**src/rtl/mc_ctrl.sv**
```systemverilog
// mc_ctrl: multi-cycle main controller for the MIPS core.
// Sequences FETCH/DECODE/EXEC/MEM_RD/MEM_WR/WB and decodes the per-state
// datapath controls (write enables, mux selects, fetch-unit npc_sel code).
// Optional feature macro: MC_CTRL_MEM_WAIT_EN adds the mem_rdy port and lets
// FETCH, MEM_RD and MEM_WR stall until memory reports ready.
// Illegal encodings retire in DECODE, so they take FETCH + DECODE.

// Fetch-unit next-PC select codes; a project-wide defines.v takes precedence.
`ifndef IFU_SEL_NORM
`define IFU_SEL_NORM 2'd0
`endif
`ifndef IFU_SEL_RELATIVE
`define IFU_SEL_RELATIVE 2'd1
`endif
`ifndef IFU_SEL_IRRELATIVE
`define IFU_SEL_IRRELATIVE 2'd2
`endif
`ifndef IFU_SEL_REGISTER
`define IFU_SEL_REGISTER 2'd3
`endif

module mc_ctrl (
  input  logic        clk,
  input  logic        reset,
  input  logic [5:0]  opcode,
  input  logic [5:0]  funct,
  input  logic        zero,
`ifdef MC_CTRL_MEM_WAIT_EN
  input  logic        mem_rdy,
`endif
  output logic        ir_wr,
  output logic        pc_wr,
  output logic [1:0]  npc_sel,
  output logic        reg_wr,
  output logic [1:0]  reg_dst,
  output logic [1:0]  wd_sel,
  output logic        alu_src,
  output logic [1:0]  ext_op,
  output logic [1:0]  alu_op,
  output logic        mem_wr,
  output logic        illegal,
  output logic [31:0] inst_cnt
);

  localparam logic [5:0] OP_RTYPE = 6'h00;
  localparam logic [5:0] OP_J     = 6'h02;
  localparam logic [5:0] OP_JAL   = 6'h03;
  localparam logic [5:0] OP_BEQ   = 6'h04;
  localparam logic [5:0] OP_ORI   = 6'h0d;
  localparam logic [5:0] OP_LUI   = 6'h0f;
  localparam logic [5:0] OP_LW    = 6'h23;
  localparam logic [5:0] OP_SW    = 6'h2b;
  localparam logic [5:0] FN_JR    = 6'h08;
  localparam logic [5:0] FN_ADDU  = 6'h21;
  localparam logic [5:0] FN_SUBU  = 6'h23;

  localparam logic [1:0] EXT_ZERO = 2'd0;
  localparam logic [1:0] EXT_SIGN = 2'd1;
  localparam logic [1:0] EXT_LUI  = 2'd2;
  localparam logic [1:0] ALU_ADD  = 2'd0;
  localparam logic [1:0] ALU_SUB  = 2'd1;
  localparam logic [1:0] ALU_OR   = 2'd2;
  localparam logic [1:0] DST_RT   = 2'd0;
  localparam logic [1:0] DST_RD   = 2'd1;
  localparam logic [1:0] DST_RA   = 2'd2;
  localparam logic [1:0] WD_ALU   = 2'd0;
  localparam logic [1:0] WD_MEM   = 2'd1;
  localparam logic [1:0] WD_PC4   = 2'd2;

  typedef enum logic [2:0] {
    S_FETCH, S_DECODE, S_EXEC, S_MEM_RD, S_MEM_WR, S_WB
  } state_t;

  typedef struct packed {
    logic       ir_wr;
    logic       pc_wr;
    logic [1:0] npc_sel;
    logic       reg_wr;
    logic [1:0] reg_dst;
    logic [1:0] wd_sel;
    logic       alu_src;
    logic [1:0] ext_op;
    logic [1:0] alu_op;
    logic       mem_wr;
    logic       illegal;
  } ctrl_t;

  state_t state, state_nxt;
  ctrl_t  ctrl, ctrl_out;
  logic   mem_ok;

  // Instruction class decode from the IR fields.
  logic is_rtype, op_addu, op_subu, op_jr, op_j, op_jal;
  logic op_beq, op_ori, op_lui, op_lw, op_sw, legal;

  assign is_rtype = (opcode == OP_RTYPE);
  assign op_addu  = is_rtype && (funct == FN_ADDU);
  assign op_subu  = is_rtype && (funct == FN_SUBU);
  assign op_jr    = is_rtype && (funct == FN_JR);
  assign op_j     = (opcode == OP_J);
  assign op_jal   = (opcode == OP_JAL);
  assign op_beq   = (opcode == OP_BEQ);
  assign op_ori   = (opcode == OP_ORI);
  assign op_lui   = (opcode == OP_LUI);
  assign op_lw    = (opcode == OP_LW);
  assign op_sw    = (opcode == OP_SW);
  assign legal    = op_addu | op_subu | op_jr | op_j | op_jal | op_beq |
                    op_ori | op_lui | op_lw | op_sw;

`ifdef MC_CTRL_MEM_WAIT_EN
  assign mem_ok = mem_rdy;
`else
  assign mem_ok = 1'b1;
`endif

  // State register; asynchronous reset aborts any instruction in flight.
  always_ff @(posedge clk or posedge reset) begin
    // NOTE: sequential state uses non-blocking assignments so every flop samples pre-edge values.
    if (reset) state <= S_FETCH;
    else       state <= state_nxt;
  end

  // Next-state and Moore control decode.
  always_comb begin
    // NOTE: every signal written here gets a default first so no path infers a latch.
    state_nxt = state;
    ctrl      = '0;
    case (state)
      S_FETCH: begin
        ctrl.ir_wr = 1'b1;
        if (mem_ok) state_nxt = S_DECODE;
      end
      S_DECODE: begin
        if (!legal) begin
          ctrl.illegal = 1'b1;
          ctrl.pc_wr   = 1'b1;
          ctrl.npc_sel = `IFU_SEL_NORM;
          state_nxt    = S_FETCH;
        end else if (op_j) begin
          ctrl.pc_wr   = 1'b1;
          ctrl.npc_sel = `IFU_SEL_IRRELATIVE;
          state_nxt    = S_FETCH;
        end else if (op_jal) begin
          state_nxt = S_WB;
        end else begin
          state_nxt = S_EXEC;
        end
      end
      S_EXEC: begin
        state_nxt = S_FETCH;
        if (op_addu || op_subu) begin
          ctrl.alu_op = op_subu ? ALU_SUB : ALU_ADD;
          state_nxt   = S_WB;
        end else if (op_ori || op_lui) begin
          ctrl.alu_src = 1'b1;
          ctrl.ext_op  = op_lui ? EXT_LUI : EXT_ZERO;
          ctrl.alu_op  = ALU_OR;
          state_nxt    = S_WB;
        end else if (op_lw || op_sw) begin
          ctrl.alu_src = 1'b1;
          ctrl.ext_op  = EXT_SIGN;
          ctrl.alu_op  = ALU_ADD;
          state_nxt    = op_lw ? S_MEM_RD : S_MEM_WR;
        end else if (op_beq) begin
          ctrl.alu_op  = ALU_SUB;
          ctrl.pc_wr   = 1'b1;
          ctrl.npc_sel = zero ? `IFU_SEL_RELATIVE : `IFU_SEL_NORM;
        end else if (op_jr) begin
          ctrl.pc_wr   = 1'b1;
          ctrl.npc_sel = `IFU_SEL_REGISTER;
        end
      end
      S_MEM_RD: begin
        // Keep the load address on the bus for the whole read.
        ctrl.alu_src = 1'b1;
        ctrl.ext_op  = EXT_SIGN;
        ctrl.alu_op  = ALU_ADD;
        if (mem_ok) state_nxt = S_WB;
      end
      S_MEM_WR: begin
        ctrl.mem_wr = 1'b1;
        if (mem_ok) begin
          ctrl.pc_wr   = 1'b1;
          ctrl.npc_sel = `IFU_SEL_NORM;
          state_nxt    = S_FETCH;
        end
      end
      S_WB: begin
        ctrl.reg_wr = 1'b1;
        ctrl.pc_wr  = 1'b1;
        state_nxt   = S_FETCH;
        if (op_jal) begin
          ctrl.reg_dst = DST_RA;
          ctrl.wd_sel  = WD_PC4;
          ctrl.npc_sel = `IFU_SEL_IRRELATIVE;
        end else if (op_lw) begin
          ctrl.reg_dst = DST_RT;
          ctrl.wd_sel  = WD_MEM;
          ctrl.npc_sel = `IFU_SEL_NORM;
        end else begin
          ctrl.reg_dst = (op_addu || op_subu) ? DST_RD : DST_RT;
          ctrl.wd_sel  = WD_ALU;
          ctrl.npc_sel = `IFU_SEL_NORM;
        end
      end
      default: state_nxt = S_FETCH;
    endcase
  end

  // Reset forces every control low, including the FETCH ir_wr.
  assign ctrl_out = reset ? '0 : ctrl;

  assign ir_wr   = ctrl_out.ir_wr;
  assign pc_wr   = ctrl_out.pc_wr;
  assign npc_sel = ctrl_out.npc_sel;
  assign reg_wr  = ctrl_out.reg_wr;
  assign reg_dst = ctrl_out.reg_dst;
  assign wd_sel  = ctrl_out.wd_sel;
  assign alu_src = ctrl_out.alu_src;
  assign ext_op  = ctrl_out.ext_op;
  assign alu_op  = ctrl_out.alu_op;
  assign mem_wr  = ctrl_out.mem_wr;
  assign illegal = ctrl_out.illegal;

  // Retired-instruction counter: one count per PC update, wrapping at 2^32.
  always_ff @(posedge clk or posedge reset) begin
    if (reset)      inst_cnt <= 32'd0;
    else if (pc_wr) inst_cnt <= inst_cnt + 32'd1;
  end

endmodule

```
**config.mk**
```make
export PLATFORM = sky130hd
export DESIGN_NAME = mc_ctrl
export DESIGN_NICKNAME = d
export VERILOG_FILES = /design/src/rtl/mc_ctrl.sv
export SDC_FILE = /design/constraint.sdc
export NUM_CORES = 1
export LEC_CHECK = 0
export CORE_MARGIN = 1.5
export CORE_UTILIZATION = 51
export DETAILED_ROUTE_END_ITERATION = 10
export GPL_ROUTABILITY_DRIVEN = 0
export PLACE_DENSITY = 0.85
export SYNTH_ARGS = -nofsm -noshare
export SYNTH_HDL_FRONTEND = slang
export SYNTH_SLANG_ARGS = --single-unit
```
**constraint.sdc**
```tcl
create_clock -name clk -period 10.9 [get_ports clk]
set_input_delay 2.725 -clock clk [delete_from_list [all_inputs] [get_ports clk]]
set_output_delay 2.725 -clock clk [all_outputs]
set_load 0.05 [all_outputs]
```
Yosys cells after proc, flatten, opt, wreduce, memory -nomap -nowiden
Cells that the tools add are included.
{"block": "totals", "output_inout_bits": 48, "inputBits": 15, "regBits": 35, "elab_cells": 71}
{"block": "op_classes", "n_bitwise": 9, "mux": 36, "n_reduce_logical": 8, "n_eq_ne": 15, "addsub": 1}
{"cell": "3-bit 2-to-1 mux", "n": 17}
{"cell": "32-bit by 1-bit adder with 32-bit output (second input constant)", "n": 1}
{"cell": "6-bit equality test (second input constant)", "n": 4}
{"cell": "3-bit one-hot mux with 4 select lines", "n": 2}
{"cell": "6-bit by 4-bit equality test with 1-bit output (second input constant)", "n": 3}
{"cell": "16-bit 2-to-1 mux", "n": 1}
{"cell": "6-bit by 2-bit equality test with 1-bit output (second input constant)", "n": 2}
{"cell": "5-bit 2-to-1 mux", "n": 2}
{"cell": "5-bit one-hot mux with 2 select lines", "n": 1}
{"cell": "1-bit 2-to-1 mux", "n": 9}
{"cell": "1-bit bitwise OR", "n": 9}
{"cell": "3-bit by 2-bit equality test with 1-bit output (second input constant)", "n": 2}
{"cell": "3-bit equality test (second input constant)", "n": 2}
{"cell": "6-bit by 3-bit equality test with 1-bit output (second input constant)", "n": 1}
{"cell": "6-bit zero test", "n": 1}
{"cell": "2-bit 2-to-1 mux", "n": 3}
{"cell": "4-bit 2-to-1 mux", "n": 1}
{"cell": "3-bit by 1-bit equality test with 1-bit output (second input constant)", "n": 1}
{"cell": "1-bit logical AND", "n": 3}
{"cell": "3-bit zero test", "n": 1}
{"cell": "1-bit logical OR", "n": 3}

Logic depth before layout (Yosys ltp)
Gate-level depths: netlist of run 1.
{"block": "depth", "ltp_word": 14, "ltp_mapped": 9}

Least setup slack after synthesis of run 1
Ideal clock, no wire load.
{"block": "synth_path", "path_type": "input port to output port", "from": "in reset", "to": "out wd_sel[1]", "cell_stages": 5, "arrival_time_ps": 4856, "path_slack_ps": 3319, "path_buffers": 2, "path_cell_list": "clkbuf_1 > clkinv_1 > nand3_1 > nor2_1 > buf_4"}
{"block": "synth_via", "elab_chain_len": 1}
{"item": "start: declaration", "line_no": "24", "rtl": "input logic reset,"}
{"item": "16-bit 2-to-1 mux", "line_no": "211", "rtl": "assign ctrl_out = reset ? '0 : ctrl;"}
{"item": "end: declaration", "line_no": "36", "rtl": "output logic [1:0] wd_sel,"}
Every way passes these cells.

Worst setup path in the final report of run 1
{"block": "layout_path", "from": "in opcode[2]", "to": "out pc_wr"}
{"block": "layout_via", "elab_chain_len": 14, "word_cells_on_any_way": 32, "cone_classes": "eq/ne (7); mux (9); bitwise (9); reduce/logical (7)"}
{"item": "start: declaration", "line_no": "25", "rtl": "input logic [5:0] opcode,"}
{"item": "6-bit zero test", "line_no": "96", "rtl": "assign is_rtype = (opcode == OP_RTYPE);"}
{"item": "1-bit logical AND, on equally long branches", "line_no": "97, 98"}
{"item": "1-bit bitwise OR (6 in series)", "line_no": "107", "rtl": "assign legal = op_addu | op_subu | op_jr | op_j | op_jal | op_beq |"}
{"item": "1-bit bitwise OR (3 in series)", "line_no": "108", "rtl": "op_ori | op_lui | op_lw | op_sw;"}
{"item": "3-bit 2-to-1 mux", "line_no": "134", "rtl": "if (!legal) begin"}
{"item": "3-bit one-hot mux with 4 select lines *", "line_no": "128", "rtl": "case (state)"}
{"item": "16-bit 2-to-1 mux *", "line_no": "211"}
{"item": "end: declaration", "line_no": "32", "rtl": "output logic pc_wr,"}
Mark *: on every way between the ends. The rest lies on a longest branch, timed or not.

==> results of run 1 <==
critical path, delay by kind of cell:
family | cells | cell delay [ns]
AOI/OAI and AO/OA | 2 | 0.53
buffers and inverters | 2 | 1.60
and+or+nand+nor | 3 | 0.75
worst min-delay path by stage:
stage	endpoint	slack, ns
after floorplan	state[1]	0.62
after global placement	inst_cnt[31]	0.46
after detailed placement	inst_cnt[31]	0.48
after CTS	inst_cnt[31]	0.49
after global routing	inst_cnt[31]	0.50
final	inst_cnt[31]	0.48
synth_stat cells, drive strengths merged (7+ instances only):
cell type / count
and3: 7
buf: 9
dfrtp: 35
inv: 7
nand2: 15
nand3: 15
nand4: 12
nor2: 18
nor3: 10
nor4: 8
xnor2: 19
xor2: 13
logic make-up (layout without fill, tap and decap cells):
| kind of cell | after synthesis | count (layout) | synth area share [%] |
|---|---|---|---|
| fa+ha+maj | 1 | 1 | 0.573 |
| compound gates | 21 | 21 | 8.77 |
| mux | 1 | 1 | 0.516 |
| simple gates | 109 | 109 | 32.6 |
| xor+xnor | 32 | 32 | 12.8 |
| flops | 35 | 35 | 40.1 |
| buf+inv | 19 | 79 | 4.53 |
registers in the layout (all words and copies together) (netlist names):
signal,count
inst_cnt,32
state,3
metal layers:
metal | track usage [%] | wire (µm) | vias to the layer above
li1 | - | - | 901
met5 | 0 | 0 | -
met1 | 30.0 | 2200 | 878
met4 | 8.00 | 64 | 0
met3 | 6.25 | 255 | 5
met2 | 38.7 | 2490 | 46
cell usage in the layout, fill, tap and decap left out, types with 2 or more instances in the layout:
cell             count
xor2_1              13
o21ai_0              2
nor4b_2              2
and2_1               5
nor3b_1              4
nand3b_1             2
clkdlybuf4s50_1     62
nand3_1             14
nor3_1              10
nand4_1             11
clkbuf_8             7
dfrtp_1             35
nor2_1              17
nand2_1             14
inv_1                7
a21oi_1              3
nor4_2               4
nor4b_1              2
a211oi_1             3
and3_1               6
or3_1                2
nor4_4               3
xnor2_1             19
o211ai_1             2
area by class of cell:
| class | count | area share, % |
|---|---|---|
| inverter | 8 | 1.03 |
| sequential | 35 | 30.2 |
| multi-input combinational | 164 | 41.6 |
| clock buffer | 8 | 3.45 |
| tap | 50 | 2.15 |
| timing repair buffer | 63 | 21.6 |
power groups by stage:
stage          clock [mW]  sequential (mW)  combinational [mW]
5_1_grt             0.111            0.162               0.169
2_1_floorplan           0            0.184              0.0934
3_5_place_dp            0            0.162               0.158
3_3_place_gp            0            0.162               0.154
6_report            0.102            0.160               0.158
4_1_cts             0.105            0.160               0.158
==> results.sh, run 1 <==
export IMPL_outcome="complete, no violations"
export IMPL_finClkSkew_ns=0.00685
export IMPL_power_switching_uw=170
export IMPL_yosys_warnings=0
export IMPL_drt_vias_per_instance=5.58
export IMPL_cts_root_buffer="clkbuf_8"
export IMPL_hold_viol_final=0
export IMPL_synth_area_top_cells="dfrtp_1 (40%), xnor2_1 (7.6%), xor2_1 (5.2%)"
export IMPL_drc_errors=0
export IMPL_p_clk_share_pct=24.4
export IMPL_die_x_um=68.4
export IMPL_crit_chain="clkdlybuf4s50_1 > nand4b_1 > or2_0 > o2111ai_2 > o211a_4 > nor2_1 > clkdlybuf4s50_1"
export IMPL_final_min_clock_period_ns=8.35
export IMPL_hp_start="inst_cnt[31]"
export IMPL_drive_gt1_share_pct=10.8
export IMPL_drv_cap=0
export IMPL_ioPinCount=63
export IMPL_slowest_delay_ns=0.87
export IMPL_finalSetupTns_ns=0
export IMPL_peakVddDrop_mv=0.140
export IMPL_multi_input_area_um2=1210
export IMPL_endpoint="pc_wr"
export IMPL_synth_edf_count=0
export IMPL_drt_pre_antenna_iters=4
export IMPL_power_density_nw_per_um2=145
export IMPL_drv_slew=0
export IMPL_cts_max_path_buffers=2
export IMPL_whs_ns=0.477
export IMPL_cts_hold_buf=0
export IMPL_nFillCells=293
export IMPL_syn_inst=218
export IMPL_final_cell_area_um2=2900
export IMPL_cts_sinks=35
export IMPL_critPathLaunchType="input port"
export IMPL_period_share_pct=76.6
export IMPL_crit_start="opcode[2]"
export IMPL_grt_max_degree=38
export IMPL_seq_area_frac_synth_pct=40.1
export IMPL_die_area_um2=4680
export IMPL_cts_buffers=5
export IMPL_slowest_stage="clkdlybuf4s50_1"
export IMPL_utilization_pct=71.6
export IMPL_rsz0062_at_grt="no"
export IMPL_synth_flop_cell="dfrtp_1"
export IMPL_max_freq_mhz=120
export IMPL_cp_max_fo=14
export IMPL_cts_tree="built"
export IMPL_setup_ws_ns=2.55
export IMPL_synth_avg_cell_area_um2=10.0
export IMPL_synth_cell_types=53
export IMPL_tightest_slew_ns=0.774
export IMPL_cts_htree_levels=2
export IMPL_ctsResizeCount=0
export IMPL_drtIter0Drc=124
export IMPL_placed_cell_area_um2=2800
export IMPL_cts_setup_buffers=0
export IMPL_fin_nets=293
export IMPL_share_comb_of_total_power_pct=37.6
export IMPL_ys_ff_latch=35
export IMPL_finalSetupViolCount=0
export IMPL_holdCritPathClass="reg2reg"
export IMPL_reg2reg_depth=6
export IMPL_row_count=23
export IMPL_r2r_end="inst_cnt[22]"
export IMPL_grt_pass1_vias=1771
export IMPL_hold_depth=1
export IMPL_crit_arrival_ns=5.63
export IMPL_path_class="in2out"
export IMPL_crit_required_ns=8.18
export IMPL_relSlewSlack_pct=48.2
export IMPL_synth_top_area_share_pct=40.1
export IMPL_wl_per_cell_um=15.3
export IMPL_finalPower_uw=420
export IMPL_yosys_area_top_type="dfrtp_1"
export IMPL_hpwl_mm=3.80
export IMPL_worst_setup_path_end_kind="output pin"
export IMPL_crit_path_frequent_cell="clkdlybuf4s50_1"
export IMPL_core_area_um2=4060
export IMPL_vias=1830
export IMPL_reg2reg_slack_ns=8.62
export IMPL_area_growth_pct=33.1
export IMPL_ant_nets=0
export IMPL_synth_area_um2=2180
export IMPL_swShare_pct=40.6
export IMPL_dp_cells=320
export IMPL_clkTransAtPathRegs_ns=0.06
export IMPL_ff_latch_area_um2=876
export IMPL_antenna_found_initial=0
export IMPL_diodes=0
export IMPL_grt_pass1_wl_mm=8.17
export IMPL_ys_async_sr_fraction_pct=100
export IMPL_leakagePower_nw=1.18
export IMPL_grt_total_usage_pct=23.6
export IMPL_chipHeight_um=68.4
export IMPL_intPower_uw=250
export IMPL_r2r_start="state[1]"
export IMPL_routed_wl_mm=5.01
export IMPL_p_seq_share_pct=38.1
export IMPL_synth_nets=234
export IMPL_numPortBuffers=62
export IMPL_instances_no_fill=328
export IMPL_pre_cts_ws_ns=2.59
export IMPL_insertion_delay_ns=0.29
export IMPL_floorplan_initialDensity_pct=53.8
export IMPL_overflow=0
(Power assumes the default switching activity.)
==> run 2: changes to the inputs <==
CORE_UTILIZATION = 48   (was 51)
PLACE_DENSITY = 0.81   (was 0.85)
clock period = 7.95 ns   (was 10.9 ns; I/O delays follow)
==> run 2 against run 1 <==
Net effect:
- worst hold slack worse by 0.0034 ns
- combinational power up 37%
- clock power up 38%
- clock skew down 0.0027 ns
- power up 37%
- sequential cell count unchanged
- clock-buffer cell count unchanged
- routed wire length down 1.1%
- setup slack worse by 1.4 ns
- sequential share of layout area about the same
- largest cell class unchanged
- non-clock buffer count unchanged
==> results.sh, run 2 (synthesis gave the netlist of run 1 again) <==
export IMPL_period_share_pct=86.1
export IMPL_drt_pre_antenna_iters=4
export IMPL_slowest_stage="clkdlybuf4s50_1"
export IMPL_outcome="complete, no violations"
export IMPL_hold_depth=1
export IMPL_ff_latch_area_um2=876
export IMPL_placed_cell_area_um2=2810
export IMPL_routed_wl_mm=4.96
export IMPL_grt_total_usage_pct=21.1
export IMPL_holdCritPathClass="reg2reg"
export IMPL_r2r_start="state[2]"
export IMPL_drtIter0Drc=96
export IMPL_leakagePower_nw=1.18
export IMPL_reg2reg_slack_ns=5.73
export IMPL_intPower_uw=342
export IMPL_setup_ws_ns=1.10
export IMPL_finClkSkew_ns=0.00417
export IMPL_dp_cells=322
export IMPL_ioPinCount=63
export IMPL_die_x_um=70.4
export IMPL_cts_tree="built"
export IMPL_grt_busiest_layer="met2"
export IMPL_area_growth_pct=33.2
export IMPL_rsz0062_at_grt="no"
export IMPL_cts_hold_buf=0
export IMPL_grt_use_met1_pct=28.2
export IMPL_cp_max_fo=14
export IMPL_final_common_cell="clkdlybuf4s50_1"
export IMPL_path_delay_family="buffers and inverters"
export IMPL_final_min_clock_period_ns=6.85
export IMPL_core_area_um2=4350
export IMPL_chipHeight_um=70.4
export IMPL_reg2reg_depth=6
export IMPL_grt_pass1_wl_mm=8.22
export IMPL_overflow=0
export IMPL_diodes=0
export IMPL_worst_setup_path_end_kind="output pin"
export IMPL_peakVddDrop_mv=0.176
export IMPL_largest_reg_flops=32
export IMPL_grt_max_degree=29
export IMPL_path_class="in2out"
export IMPL_nFillCells=351
export IMPL_drv_cap=0
export IMPL_drv_slew=0
export IMPL_finalSetupViolCount=0
export IMPL_multi_input_area_um2=1210
export IMPL_critPathLaunchType="input port"
export IMPL_use_met2_pct=33.1
export IMPL_hold_viol_final=0
export IMPL_floorplan_initialDensity_pct=50.1
export IMPL_crit_start="opcode[2]"
export IMPL_top_regs="inst_cnt: 32 flops, state: 3 flops"
export IMPL_share_comb_of_total_power_pct=37.5
export IMPL_ant_nets=0
export IMPL_finalPower_uw=577
export IMPL_cts_buffers=5
export IMPL_pre_cts_ws_ns=1.16
export IMPL_crit_chain="clkdlybuf4s50_1 > nand4b_1 > or2_0 > o2111ai_2 > o211a_4 > nor2_1 > clkdlybuf4s50_1"
export IMPL_clkTransAtPathRegs_ns=0.07
export IMPL_final_cell_mix="clkdlybuf4s50_1 (62), dfrtp_1 (35), xnor2_1 (19), nor2_1 (17)"
export IMPL_cts_htree_levels=2
export IMPL_finalSetupTns_ns=0
export IMPL_fin_nets=293
export IMPL_row_count=24
export IMPL_cts_setup_buffers=0
export IMPL_tightest_slew_ns=0.743
export IMPL_power_density_nw_per_um2=199
export IMPL_drive_gt1_share_pct=10.8
export IMPL_crit_required_ns=5.96
export IMPL_p_clk_share_pct=24.4
export IMPL_relSlewSlack_pct=50.3
export IMPL_crit_path_frequent_cell="clkdlybuf4s50_1"
export IMPL_slowest_delay_ns=0.87
export IMPL_insertion_delay_ns=0.28
export IMPL_power_switching_uw=235
export IMPL_swShare_pct=40.7
export IMPL_r2r_end="inst_cnt[30]"
export IMPL_crit_arrival_ns=4.86
export IMPL_drt_vias_per_instance=5.67
export IMPL_grt_pass1_vias=1723
export IMPL_final_cell_area_um2=2910
export IMPL_vias=1870
export IMPL_instances_no_fill=330
export IMPL_cts_max_path_buffers=2
export IMPL_numPortBuffers=62
export IMPL_wl_per_cell_um=15.0
export IMPL_max_freq_mhz=146
export IMPL_met3_usage_pct=4.04
export IMPL_ctsResizeCount=0
export IMPL_hold_end="inst_cnt[31]"
export IMPL_cts_root_buffer="clkbuf_8"
export IMPL_drc_errors=0
export IMPL_top_register="inst_cnt"
export IMPL_hp_start="inst_cnt[31]"
export IMPL_antenna_found_initial=0
export IMPL_p_seq_share_pct=38.1
export IMPL_hpwl_mm=3.83
export IMPL_die_area_um2=4960
export IMPL_cts_sinks=35
export IMPL_crit_buf_inv=2
## run 2: cell counts in the layout (fill, tap and decap cells not counted)
Identical to the previous run, type by type.
## run 2: worst max-delay path by stage
stage / cells after the start / endpoint
final: 7 / pc_wr
after global routing: 7 / pc_wr
after CTS: 7 / pc_wr
after detailed placement: 7 / pc_wr
after global placement: 7 / pc_wr
after floorplan: 5 / wd_sel[1]
## run 2: area by class of cell
cell class              count  area share [%]
inverters                   8            1.03
clock buffers               8            3.44
multi-input cells         164            41.5
repair buffers             63            21.6
well taps                  52            2.24
flip-flops and latches     35            30.1
## run 2: metal layers
metal / routed length [µm] / part of all wire, %
met2: 2410 / 49
met5: 0 / 0
met3: 197 / 4.0
met4: 111 / 2.2
met1: 2240 / 45
## run 2: stage by stage
step	hold WS, ns	utilization (%)
after detailed placement	0.465	64.5
after CTS	0.474	66.8
after global routing	0.498	66.8
final	0.473	66.8
after global placement	0.458	64.5
after floorplan	0.624	-
## run 2: power by group through the flow
stage / combinational (mW) / clock (mW) / sequential [mW]
after floorplan: 0.128 / 0 / 0.252
after global placement: 0.214 / 0 / 0.221
after detailed placement: 0.216 / 0 / 0.223
after CTS: 0.217 / 0.144 / 0.220
after global routing: 0.231 / 0.153 / 0.223
final: 0.216 / 0.141 / 0.220
==> RTL edit (flow settings as in run 1) <==
The option `MC_CTRL_MEM_WAIT_EN` is turned on by a define.
--- a/src/rtl/mc_ctrl.sv
+++ b/src/rtl/mc_ctrl.sv
@@ -7,4 +7,6 @@
 
 // Fetch-unit next-PC select codes; a project-wide defines.v takes precedence.
+`define MC_CTRL_MEM_WAIT_EN
+
 `ifndef IFU_SEL_NORM
 `define IFU_SEL_NORM 2'd0
Ports: changed (added mem_rdy); port bits go from 63 to 64. No check against the original RTL was run, so the function may have changed too.
==> RTL edit against run 1 <==
- sequential cell count unchanged
- critical path depth up 2
- cell count down 1.8%
- cell area down 5.2%
- via count down 3.0%
- synthesized area down 8.8%
- worst setup slack better by 0.15 ns
- power down 2.6%
- first-iteration DRC count up 30%
- wire length down 8.2%
- largest cell class unchanged
==> RTL edit: results <==
export IMPL_wl_per_cell_um=14.3
export IMPL_finalNonFillerCells=322
export IMPL_route_met3_wl_um=206
export IMPL_grt_pass1_wl_mm=7.95
export IMPL_hold_start="inst_cnt[16]"
export IMPL_wl_met2_mm=2.23
export IMPL_crit_fanout=10
export IMPL_fill_cells=292
export IMPL_synth_compound_area_frac=0.0893
export IMPL_nNetsFinal=291
export IMPL_global_route_usage_met1=0.318
export IMPL_timing_fmax_mhz=122
export IMPL_grt_use_total=0.245
export IMPL_post_place_ws_ns=2.70
export IMPL_ir_drop_v=0.000154
export IMPL_grt_util_met3=0.0685
export IMPL_skew_ns=0.00787
export IMPL_syn_nets=226
export IMPL_relSlewSlack=0.651
export IMPL_port_buffers=63
export IMPL_grt_pass1_vias=1712
export IMPL_dp_cells=315
export IMPL_r2r_setup_slack_ns=8.54
export IMPL_startpoint="opcode[0]"
export IMPL_muxShareOfSynthArea=0.0113
export IMPL_grt_max_degree=36
export IMPL_slowest_delay_ns=0.70
export IMPL_reg2regPathDepth=7
export IMPL_cts_resized=0
export IMPL_leakage_nw=1.08
export IMPL_min_to="inst_cnt[16]"
export IMPL_synthCells=209
export IMPL_yosysSeqAreaShare=0.440
export IMPL_place_hpwl_mm=3.52
export IMPL_m1WireLength_mm=2.06
export IMPL_drive_above_1_share=0.0730
export IMPL_hold_worst_slack_ns=0.486
export IMPL_drt_iter0_markers=161
export IMPL_worstReg2RegStart="inst_cnt[2]"
export IMPL_status="finished clean"
## RTL edit: cell types whose count changed after synthesis, sizes merged, moves of 5 or more
cell	change
nand2	+7
xnor2	+6
buf	-5
xor2	-6
## RTL edit: where the power goes
part           internal [mW]  switching [mW]  leakage (nW)
combinational         0.0497          0.0855         0.561
clock                 0.0670          0.0439        0.0513
sequential             0.141          0.0218         0.473
## RTL edit: layout make-up
class | count | share of cell area
clock buffers | 6 | 0.0264
clock inverters | 1 | 0.0109
inverters | 7 | 0.00954
multi-input cells | 161 | 0.382
flip-flops and latches | 35 | 0.318
well taps | 48 | 0.0218
repair buffers | 64 | 0.232
## RTL edit: through the flow
step / area (µm²) / power (mW) / util
2_1_floorplan: 1990 / 0.255 / -
3_3_place_gp: 2650 / 0.299 / 0.713
3_5_place_dp: 2650 / 0.300 / 0.713
4_1_cts: 2750 / 0.412 / 0.741
5_1_grt: 2750 / 0.429 / 0.741
6_report: 2750 / 0.409 / 0.741
